`config.mk`:
```
export PLATFORM = sky130hd
export DESIGN_NAME = clock_set_ctrl
export DESIGN_NICKNAME = d
export VERILOG_FILES = /design/src/rtl/clock_pkg.sv /design/src/rtl/btn_debounce.sv /design/src/rtl/clock_set_ctrl.sv
export SDC_FILE = /design/constraint.sdc
export NUM_CORES = 1
export LEC_CHECK = 0
export CAP_MARGIN = 20
export CORE_ASPECT_RATIO = 0.6
export CORE_UTILIZATION = 58
export CTS_CLUSTER_DIAMETER = 100
export DETAILED_ROUTE_END_ITERATION = 8
export PLACE_DENSITY = 0.8
export SLEW_MARGIN = 20
export SYNTH_ARGS = -nofsm -noshare
export SYNTH_HDL_FRONTEND = slang
export SYNTH_HIERARCHICAL = 1
export SYNTH_SLANG_ARGS = --single-unit
export TNS_END_PERCENT = 100
```
`constraint.sdc`:
```
create_clock -name clk -period 3.6 [get_ports clk]
set_clock_uncertainty 0.1 [all_clocks]
set_input_delay 0.72 -clock clk [delete_from_list [all_inputs] [get_ports clk]]
set_output_delay 0.72 -clock clk [all_outputs]
set_load 0.01 [all_outputs]
```
`src/rtl/clock_pkg.sv`:
```
// clock_pkg: shared types and constants for the MM:SS clock time-set path.
//   state_t     - time-set FSM states
//   TENS_MAX    - highest legal tens digit (5)
//   UNITS_MAX   - highest legal units digit (9)
//   DIG_*       - digit index, also the bit position in digit_blank
//   bcd_inc     - wrapping BCD increment; out-of-range values restart at 0
//   edit_digit  - digit index edited in a given EDIT state
package clock_pkg;

    typedef enum logic [2:0] {IDLE, EDIT_MT, EDIT_MU, EDIT_ST, EDIT_SU, COMMIT} state_t;

    localparam logic [3:0] TENS_MAX  = 4'd5;
    localparam logic [3:0] UNITS_MAX = 4'd9;

    localparam logic [1:0] DIG_MT = 2'd3;
    localparam logic [1:0] DIG_MU = 2'd2;
    localparam logic [1:0] DIG_ST = 2'd1;
    localparam logic [1:0] DIG_SU = 2'd0;

    function automatic logic [3:0] bcd_inc(input logic [3:0] v, input logic [3:0] max);
        return (v >= max) ? 4'd0 : v + 4'd1;
    endfunction

    function automatic logic [1:0] edit_digit(input state_t s);
        case (s)
            EDIT_MT: return DIG_MT;
            EDIT_MU: return DIG_MU;
            EDIT_ST: return DIG_ST;
            default: return DIG_SU;
        endcase
    endfunction

endpackage

```
`src/rtl/btn_debounce.sv`:
```
// btn_debounce: synchronizes and debounces one active-low pushbutton and
// emits a one-cycle pulse on each accepted press (release makes no pulse).
//   clk, rst_n - clock, async active-low reset
//   btn_n_i    - raw active-low button, asynchronous to clk
//   press_o    - registered one-cycle press pulse
module btn_debounce #(
    parameter int DEBOUNCE_CYCLES = 500000
) (
    input  logic clk,
    input  logic rst_n,
    input  logic btn_n_i,
    output logic press_o
);

    localparam int CW = $clog2(DEBOUNCE_CYCLES + 1);
    localparam logic [CW-1:0] CNT_LAST = CW'(DEBOUNCE_CYCLES - 1);

    logic          sync1_q, sync2_q, deb_q, press_q;
    logic [CW-1:0] cnt_q, cnt_d;
    logic          differ, flip;

    assign differ  = sync2_q != deb_q;
    // The counter holds the number of differing samples already seen, so the
    // DEBOUNCE_CYCLES-th differing sample is the one that flips the level.
    assign flip    = differ && cnt_q == CNT_LAST;
    assign cnt_d   = (differ && !flip) ? cnt_q + CW'(1) : '0;
    assign press_o = press_q;

    always_ff @(posedge clk or negedge rst_n) begin
        if (!rst_n) begin
            sync1_q <= 1'b1;
            sync2_q <= 1'b1;
            deb_q   <= 1'b1;
            cnt_q   <= '0;
            press_q <= 1'b0;
        end else begin
            sync1_q <= btn_n_i;
            sync2_q <= sync1_q;
            cnt_q   <= cnt_d;
            deb_q   <= flip ? sync2_q : deb_q;
            press_q <= flip && !sync2_q;
        end
    end

endmodule

```
`src/rtl/clock_set_ctrl.sv`:
```
// clock_set_ctrl: pushbutton time-set controller for the MM:SS clock.
//   clk, rst_n           - clock, async active-low reset
//   btn_mode_n/inc_n     - raw active-low mode / increment buttons
//   cur_*                - live BCD time from the counter
//   set_*                - edited BCD time (shadow registers)
//   load                 - one-cycle strobe, counter loads set_*
//   editing              - high in any EDIT state
//   digit_blank          - blink blank request, bit = DIG_* index
module clock_set_ctrl
    import clock_pkg::*;
#(
    parameter int DEBOUNCE_CYCLES = 500000,
    parameter int BLINK_DIV       = 12500000
) (
    input  logic       clk,
    input  logic       rst_n,
    input  logic       btn_mode_n,
    input  logic       btn_inc_n,
    input  logic [3:0] cur_min_tens,
    input  logic [3:0] cur_min_units,
    input  logic [3:0] cur_sec_tens,
    input  logic [3:0] cur_sec_units,
    output logic [3:0] set_min_tens,
    output logic [3:0] set_min_units,
    output logic [3:0] set_sec_tens,
    output logic [3:0] set_sec_units,
    output logic       load,
    output logic       editing,
    output logic [3:0] digit_blank
);

    localparam int BW = $clog2(BLINK_DIV + 1);
    localparam logic [BW-1:0] BLINK_LAST = BW'(BLINK_DIV - 1);

    logic              mode_ev, inc_ev, bump, restart, wrap;
    logic [1:0]        sel;
    state_t            state_q, state_d;
    logic [3:0][3:0]   dig_q, dig_d;
    logic [BW-1:0]     blink_cnt_q, blink_cnt_d;
    logic              blink_phase_q, blink_phase_d;

    btn_debounce #(.DEBOUNCE_CYCLES(DEBOUNCE_CYCLES)) u_mode (
        .clk(clk), .rst_n(rst_n), .btn_n_i(btn_mode_n), .press_o(mode_ev)
    );

    btn_debounce #(.DEBOUNCE_CYCLES(DEBOUNCE_CYCLES)) u_inc (
        .clk(clk), .rst_n(rst_n), .btn_n_i(btn_inc_n), .press_o(inc_ev)
    );

    assign sel     = edit_digit(state_q);
    assign editing = state_q inside {EDIT_MT, EDIT_MU, EDIT_ST, EDIT_SU};
    assign load    = state_q == COMMIT;

    assign set_min_tens  = dig_q[DIG_MT];
    assign set_min_units = dig_q[DIG_MU];
    assign set_sec_tens  = dig_q[DIG_ST];
    assign set_sec_units = dig_q[DIG_SU];

    always_comb begin
        state_d = state_q;
        dig_d   = dig_q;
        bump    = 1'b0;
        case (state_q)
            IDLE: if (mode_ev) begin
                dig_d   = {cur_min_tens, cur_min_units, cur_sec_tens, cur_sec_units};
                state_d = EDIT_MT;
            end
            EDIT_MT: state_d = mode_ev ? EDIT_MU : state_q;
            EDIT_MU: state_d = mode_ev ? EDIT_ST : state_q;
            EDIT_ST: state_d = mode_ev ? EDIT_SU : state_q;
            EDIT_SU: state_d = mode_ev ? COMMIT : state_q;
            default: state_d = IDLE;
        endcase
        // A simultaneous mode event takes priority and swallows the increment.
        if (editing && inc_ev && !mode_ev) begin
            dig_d[sel] = bcd_inc(dig_q[sel], (sel == DIG_MT || sel == DIG_ST) ? TENS_MAX : UNITS_MAX);
            bump       = 1'b1;
        end
    end

    // Restarting the blink on any change keeps the edited digit visible at once.
    assign restart       = bump || state_d != state_q;
    assign wrap          = blink_cnt_q == BLINK_LAST;
    assign blink_cnt_d   = (restart || wrap) ? '0 : blink_cnt_q + BW'(1);
    assign blink_phase_d = !restart && (blink_phase_q ^ wrap);

    assign digit_blank = (editing && blink_phase_q) ? 4'b0001 << sel : 4'b0000;

    always_ff @(posedge clk or negedge rst_n) begin
        if (!rst_n) begin
            state_q       <= IDLE;
            dig_q         <= '0;
            blink_cnt_q   <= '0;
            blink_phase_q <= 1'b0;
        end else begin
            state_q       <= state_d;
            dig_q         <= dig_d;
            blink_cnt_q   <= blink_cnt_d;
            blink_phase_q <= blink_phase_d;
        end
    end

endmodule

```
==> results.yml, run 1 <==
outcome:
  status: "finished clean"
run:
  drv_cap: 0
yosys:
  synth.yosys.seq_area_share: 0.482
  synth_area_leaders: "dfrtp_1 (45%), nor2_1 (5.7%), xnor2_1 (4.9%), xor2_1 (4.9%), dfstp_2 (3.4%)"
  synth_most_common_cell: "dfrtp_1"
  netlist_area_um2: 4690
  avgSynthCellArea_um2: 10.0
  synth_edf_count: 0
  synthTopCellsByCount: "dfrtp_1 (84), nor2_1 (71), nand3_1 (31)"
  synthCells: 467
  synthFlopType: "dfrtp_1"
  netlist.area_leader.share: 0.448
  syn-num-nets: 495
  synth_cell_types: 52
  yosysTopAreaCell: "dfrtp_1"
  async_flop_share: 1.00
  ys_ff_latch: 90
  ys_warn_count: 6
clock_network:
  clkTransAtPathRegs_ns: 0.06
  cts_sinks: 90
  clkLatencyLatePin_ns: 0.35
  cts_setup_buffers: 0
  htreeDepth: 3
  numCtsBuffers: 9
  post_cts_resized: 0
  clockBufferDepth: 2
  cts_hold_buf: 0
  cts_tree: "done"
  cts_root_buffer: "clkbuf_16"
cells_and_area:
  area_growth_pct: 16.6
  nets: 537
  num_antenna_cells: 0
  n_fill_cell: 538
  drive_above_1_share: 0.117
  postLayoutCoreUtil: 0.726
timing:
  timing.fmax_mhz: 319
  period_needed_ns: 3.13
  finalSetupViolCount: 0
  tightest_slew_ns: 0.987
  tns_ns: 0
  max_slew_margin: 0.340
  hold_violations: 0
  grt_setup_unrepaired: "false"
  finalCritPeriodShare: 0.871
  slew_violations: 0
die:
  fp.coreArea_um2: 7540
  dieArea_um2: 8460
  die_w_um: 118
  ios: 42
  num_rows: 24
  initial_utilization: 0.622
  die_h_um: 71.7
worst_setup_path:
  cp_max_fo: 10
  worstSetupPathType: "reg -> reg"
  required_ns: 3.75
  slowest_stage: "a222oi_1"
  worstSetupStartpointType: "flip-flop"
  cp-startpoint: "state_q[0]"
  crit_path_max_incr_delay_ns: 0.76
  r2r-start: "state_q[0]"
  end_kind: "flip-flop"
  cp_cell_sequence: "nand2b_2 > o22ai_1 > a222oi_1 > ha_1 > nand2b_1 > a21o_1 > a21oi_2 > nand2_1 > o21ai_0"
  critPathArrivalTime_ns: 3.29
pwr:
  p_leak_nw: 2.25
  irDropWorstVdd_uv: 325
  power.density_nw_per_um2: 363
  power_mw: 1.99
global_routing:
  grt_max_degree: 48
  overflow: 0
  grt_pass1_vias: 3374
  grtUsageTotal: 0.252
  antenna_found_initial: 0
  grt_pass1_wl_um: 16400
routing:
  post_drt_wl_per_cell_um: 15.4
  routed_wl_um: 9520
  drt-initial-drc-count: 265
  ant_nets: 0
  routed_via_density: 5.72
  num_vias: 3537
  detailedRoute.firstPassIterationCount: 5
  drcViolationCount: 0
placed_design:
  dp_hpwl_um: 6810
  gp_congestion: 0.955
  io_buffer_count: 41
min_path:
  min-delay-start: "u_inc/sync1_q"
  hp-class: "reg -> reg"
==> power by group <==
group | switching, mW | internal (mW) | total, mW
Clock | 0.389 | 0.507 | 0.896
Combinational | 0.0340 | 0.0275 | 0.0615
Sequential | 0.00787 | 1.02 | 1.03
==> cell usage in the layout (no fill, tap or decap), types with 4 or more instances in the layout <==
cell and n:
a21oi_1 24, and3_1 7, and3_2 4, buf_4 4
clkbuf_16 9, clkdlybuf4s50_1 40, dfrtp_1 84, dfstp_2 6
ha_1 8, inv_1 14, mux2_2 4, mux2i_1 11
nand2_1 28, nand3_1 31, nand4_1 12, nor2_1 71
nor2b_1 7, nor3_1 8, o21ai_0 16, or3_1 8
or4_4 4, xnor2_1 26, xor2_1 26
==> worst max-delay path: cells and delay by family (launching register included) <==
| kind | cells | cell delay [ns] |
|---|---|---|
| flip-flops | 1 | 0.55 |
| AND/OR/NAND/NOR | 3 | 0.50 |
| AO/OA/AOI/OAI | 5 | 1.62 |
| adder cells (fa/ha/maj) | 1 | 0.26 |
==> area by class of cell <==
cell class,count,area [um2],share of cell area
sequential,90,2260,0.413
timing repair buffer,44,430,0.0787
multi-input combinational,348,2300,0.420
clock buffer,11,253,0.0462
tap,104,130,0.0238
inverter,16,60.1,0.0110
clock inverter,5,37.5,0.00686
==> worst paths after layout <==
kind                                          to  slack [ns]  cells after the start
max in group asynchronous         u_mode/sync2_q        2.29                      2
worst min-delay path               u_inc/sync2_q        0.26                      0
worst min register to register     u_inc/sync2_q        0.26                      0
worst max register to register  set_sec_units[1]        0.47                      9
worst max-delay path            set_sec_units[1]        0.47                      9
min in group asynchronous        u_inc/cnt_q[11]        0.28                      1
==> metal layers <==
layer | GRT usage | routed length, um | vias to the layer above
li1 | - | - | 1716
met1 | 0.354 | 4700 | 1723
met2 | 0.383 | 4220 | 90
met3 | 0.0772 | 505 | 8
met4 | 0.0655 | 93 | 0
met5 | 0 | 0 | -
==> per-stage QoR <==
step / cell area, um2 / setup WS, ns / hold slack, ns / std cells
after detailed placement: 5180 / 0.509 / 0.248 / 602
final: 5470 / 0.465 / 0.257 / 618
after global placement: 5180 / 0.692 / 0.251 / 602
after CTS: 5470 / 0.492 / 0.259 / 618
after global routing: 5470 / 0.205 / 0.264 / 618
after floorplan: 4690 / 1.04 / 0.245 / 467
==> flip-flops by register name, indices dropped and copies added, names as in the netlist <==
register	cells
u_mode/sync2_q	1
u_inc/press_o	1
blink_cnt_q	24
blink_phase_q	1
set_min_units	4
set_sec_units	4
u_inc/sync1_q	1
u_mode/deb_q	1
u_inc/deb_q	1
u_mode/sync1_q	1
set_sec_tens	4
set_min_tens	4
u_inc/cnt_q	19
u_mode/cnt_q	19
state_q	3
u_mode/press_o	1
u_inc/sync2_q	1
==> cells by family after synthesis <==
group,after synthesis,synth area share
compound gates,60,0.0856
xor+xnor,52,0.0971
fa+ha+maj,8,0.0213
buf+inv,29,0.0280
flops,90,0.482
mux,18,0.0443
simple gates,210,0.242
Note: power is estimated with default switching activity, not from simulation.
==> inputs of run 2 (changes only) <==
--- a/config.mk
+++ b/config.mk
@@ -7,13 +7,12 @@
 export LEC_CHECK = 0
 export CAP_MARGIN = 20
 export CORE_ASPECT_RATIO = 0.6
-export CORE_UTILIZATION = 58
+export CORE_UTILIZATION = 41
+export CTS_BUF_LIST = sky130_fd_sc_hd__clkbuf_4
 export CTS_CLUSTER_DIAMETER = 100
 export DETAILED_ROUTE_END_ITERATION = 8
-export PLACE_DENSITY = 0.8
 export SLEW_MARGIN = 20
 export SYNTH_ARGS = -nofsm -noshare
 export SYNTH_HDL_FRONTEND = slang
-export SYNTH_HIERARCHICAL = 1
 export SYNTH_SLANG_ARGS = --single-unit
 export TNS_END_PERCENT = 100
==> results.yml, run 2 <==
outcome:
  status: "finished, violations left"
  failed_checks: "DRC"
worst_setup_path:
  critPathArrivalTime_ns: 3.35
  crit_path_max_incr_delay_ns: 0.64
  cp_max_fo: 15
  cp_cell_sequence: "nor2_2 > or2_4 > a221oi_4 > inv_2 > ha_1 > nand2b_1 > a21o_1 > a21oi_1 > and2_1 > nor2_1 > a21oi_1"
  worstSetupStartpointType: "flip-flop"
  cp_top_family: "compound AO/OA/AOI/OAI gates"
  required_ns: 3.88
  cp_common_cell: "a21oi_1"
  slowest_stage: "dfrtp_1"
  worst-path-buf-inv: 1
  end_kind: "flip-flop"
  worstSetupPathType: "reg -> reg"
timing:
  timing.fmax_mhz: 326
  slew_violations: 0
  grt_setup_unrepaired: "false"
  whs_ns: 0.156
  tightest_slew_ns: 1.03
  finalCritPeriodShare: 0.853
  period_needed_ns: 3.07
  tns_ns: 0
  finalSetupViolCount: 0
  max_slew_margin: 0.310
  hold_violations: 0
die:
  die_h_um: 83.8
  initial_utilization: 0.427
  num_rows: 29
  ios: 42
  die_w_um: 138
  fp.coreArea_um2: 10700
  dieArea_um2: 11600
placed_design:
  gp_congestion: 0.817
  dp_hpwl_um: 6590
  io_buffer_count: 41
  placed_area_um2: 5130
cells_and_area:
  seqCellArea_um2: 2260
  n_fill_cell: 983
  largest_reg_flops: 24
  multi_input_area_um2: 2200
  num_antenna_cells: 0
  nets: 535
  top_regs: "blink_cnt_q (24), u_inc.cnt_q (19), u_mode.cnt_q (19)"
  drive_above_1_share: 0.0820
  postLayoutCoreUtil: 0.490
  largest_register: "blink_cnt_q"
  final_cell_area_um2: 5240
  area_growth_pct: 14.7
  final_cell_mix: "dfrtp_1 (84), nor2_1 (80), clkdlybuf4s50_1 (40)"
  layout_commonest_cell: "dfrtp_1"
yosys:
  synth_most_common_cell: "dfrtp_1"
  synth-compound-area-share: 0.0534
  synth-simple-area-share: 0.247
  ys_warn_count: 0
  synth_cell_types: 46
  synth.yosys.seq_area_share: 0.494
  synthTopCellsByCount: "dfrtp_1 (84), nor2_1 (80), xor2_1 (39)"
  synthCells: 463
  yosysTopAreaCell: "dfrtp_1"
  avgSynthCellArea_um2: 9.88
  netlist_area_um2: 4570
  synth_edf_count: 0
  synth_top_family_by_area: "simple AND/OR/NAND/NOR gates"
  netlist.area_leader.share: 0.460
  async_flop_share: 1.00
  ys_ff_latch: 90
  synth_area_leaders: "dfrtp_1 (46%), xor2_1 (7.5%), nor2_1 (6.6%), xnor2_1 (4.4%), dfstp_2 (3.4%)"
  syn-num-nets: 491
  synthXorXnorAreaFrac: 0.119
  synthFlopType: "dfrtp_1"
  synth_fa_ha_area_frac: 0.0219
  synth.area.mux_share: 0.0389
clock_network:
  post_cts_resized: 0
  cts_tree: "done"
  cts_root_buffer: "clkbuf_4"
  cts_hold_buf: 0
  numCtsBuffers: 9
  htreeDepth: 3
  clkLatencyLatePin_ns: 0.45
  cts_sinks: 90
  clkTransAtPathRegs_ns: 0.14
  cts_setup_buffers: 0
  clockBufferDepth: 2
pwr:
  power.density_nw_per_um2: 303
  irDropWorstVdd_uv: 170
  p_leak_nw: 2.16
  power_mw: 1.59
routing:
  num_vias: 3356
  detailedRoute.firstPassIterationCount: 6
  routed_wl_um: 9370
  ant_nets: 0
  drt-initial-drc-count: 217
  routed_via_density: 5.16
  drcViolationCount: 12
  post_drt_wl_per_cell_um: 14.4
min_path:
  hp-class: "in -> async"
global_routing:
  grtUsageTotal: 0.179
  grt_pass1_wl_um: 16100
  overflow: 0
  grt_pass1_vias: 3119
  grt_max_degree: 49
  antenna_found_initial: 0
run:
  drv_cap: 0
[run 2: cell types whose count changed after synthesis, moves of 6 or more]
cell     previous run  this run
or3_1               8         0
o21ai_0            16         6
a21oi_1            24        15
xor2_1             26        39
nor2_1             71        80
nand2_1            28        34
[run 2: logic make-up after synthesis]
kind of cell | count (synthesis)
fa+ha+maj | 8
mux | 17
xor+xnor | 62
buf+inv | 26
simple gates | 224
flops | 90
compound gates | 36
[run 2: stage by stage]
stage	cells	setup slack, ns
6_report	651	0.529
2_1_floorplan	463	1.11
5_1_grt	651	0.317
3_5_place_dp	635	0.576
4_1_cts	651	0.534
3_3_place_gp	635	0.671
[run 2: final cells by class]
cell class	instances	area share
well taps	139	0.0332
clock buffers	11	0.0157
repair buffers	46	0.0849
inverters	13	0.00931
multi-input cells	347	0.420
clock inverters	5	0.00597
flip-flops and latches	90	0.431
[run 2: report_power, final]
| group | leakage, nW | switching [mW] | internal (mW) |
|---|---|---|---|
| Sequential | 1.15 | 0.00664 | 1.02 |
| Clock | 0.0582 | 0.347 | 0.155 |
| Combinational | 0.949 | 0.0337 | 0.0257 |
[run 2: worst register-to-register path, delay by kind of cell, from the launching register on]
kind | cells | cell delay [ns]
fa+ha+maj | 1 | 0.18
flops | 1 | 0.64
compound gates | 4 | 1.05
simple gates | 5 | 0.94
buf+inv | 1 | 0.09
[run 2: final timing paths]
check                      cells past startpoint  slack [ns]          start                to
min reg2reg                                    0        0.27  u_inc.sync1_q     u_inc.sync2_q
min in group clk                               0        0.27  u_inc.sync1_q     u_inc.sync2_q
max in group asynchronous                      2        2.51          rst_n   blink_cnt_q[22]
max reg2reg                                   11        0.53     state_q[0]  set_sec_units[0]
min                                            1        0.16          rst_n  u_mode.cnt_q[18]
max                                           11        0.53     state_q[0]  set_sec_units[0]
[run 2: routing by layer]
metal	routed length (um)	track usage	vias to the layer above
met5	0	0	-
met4	81	0.0531	0
met3	506	0.0476	6
met2	3670	0.236	72
met1	5110	0.278	1611
li1	-	-	1667
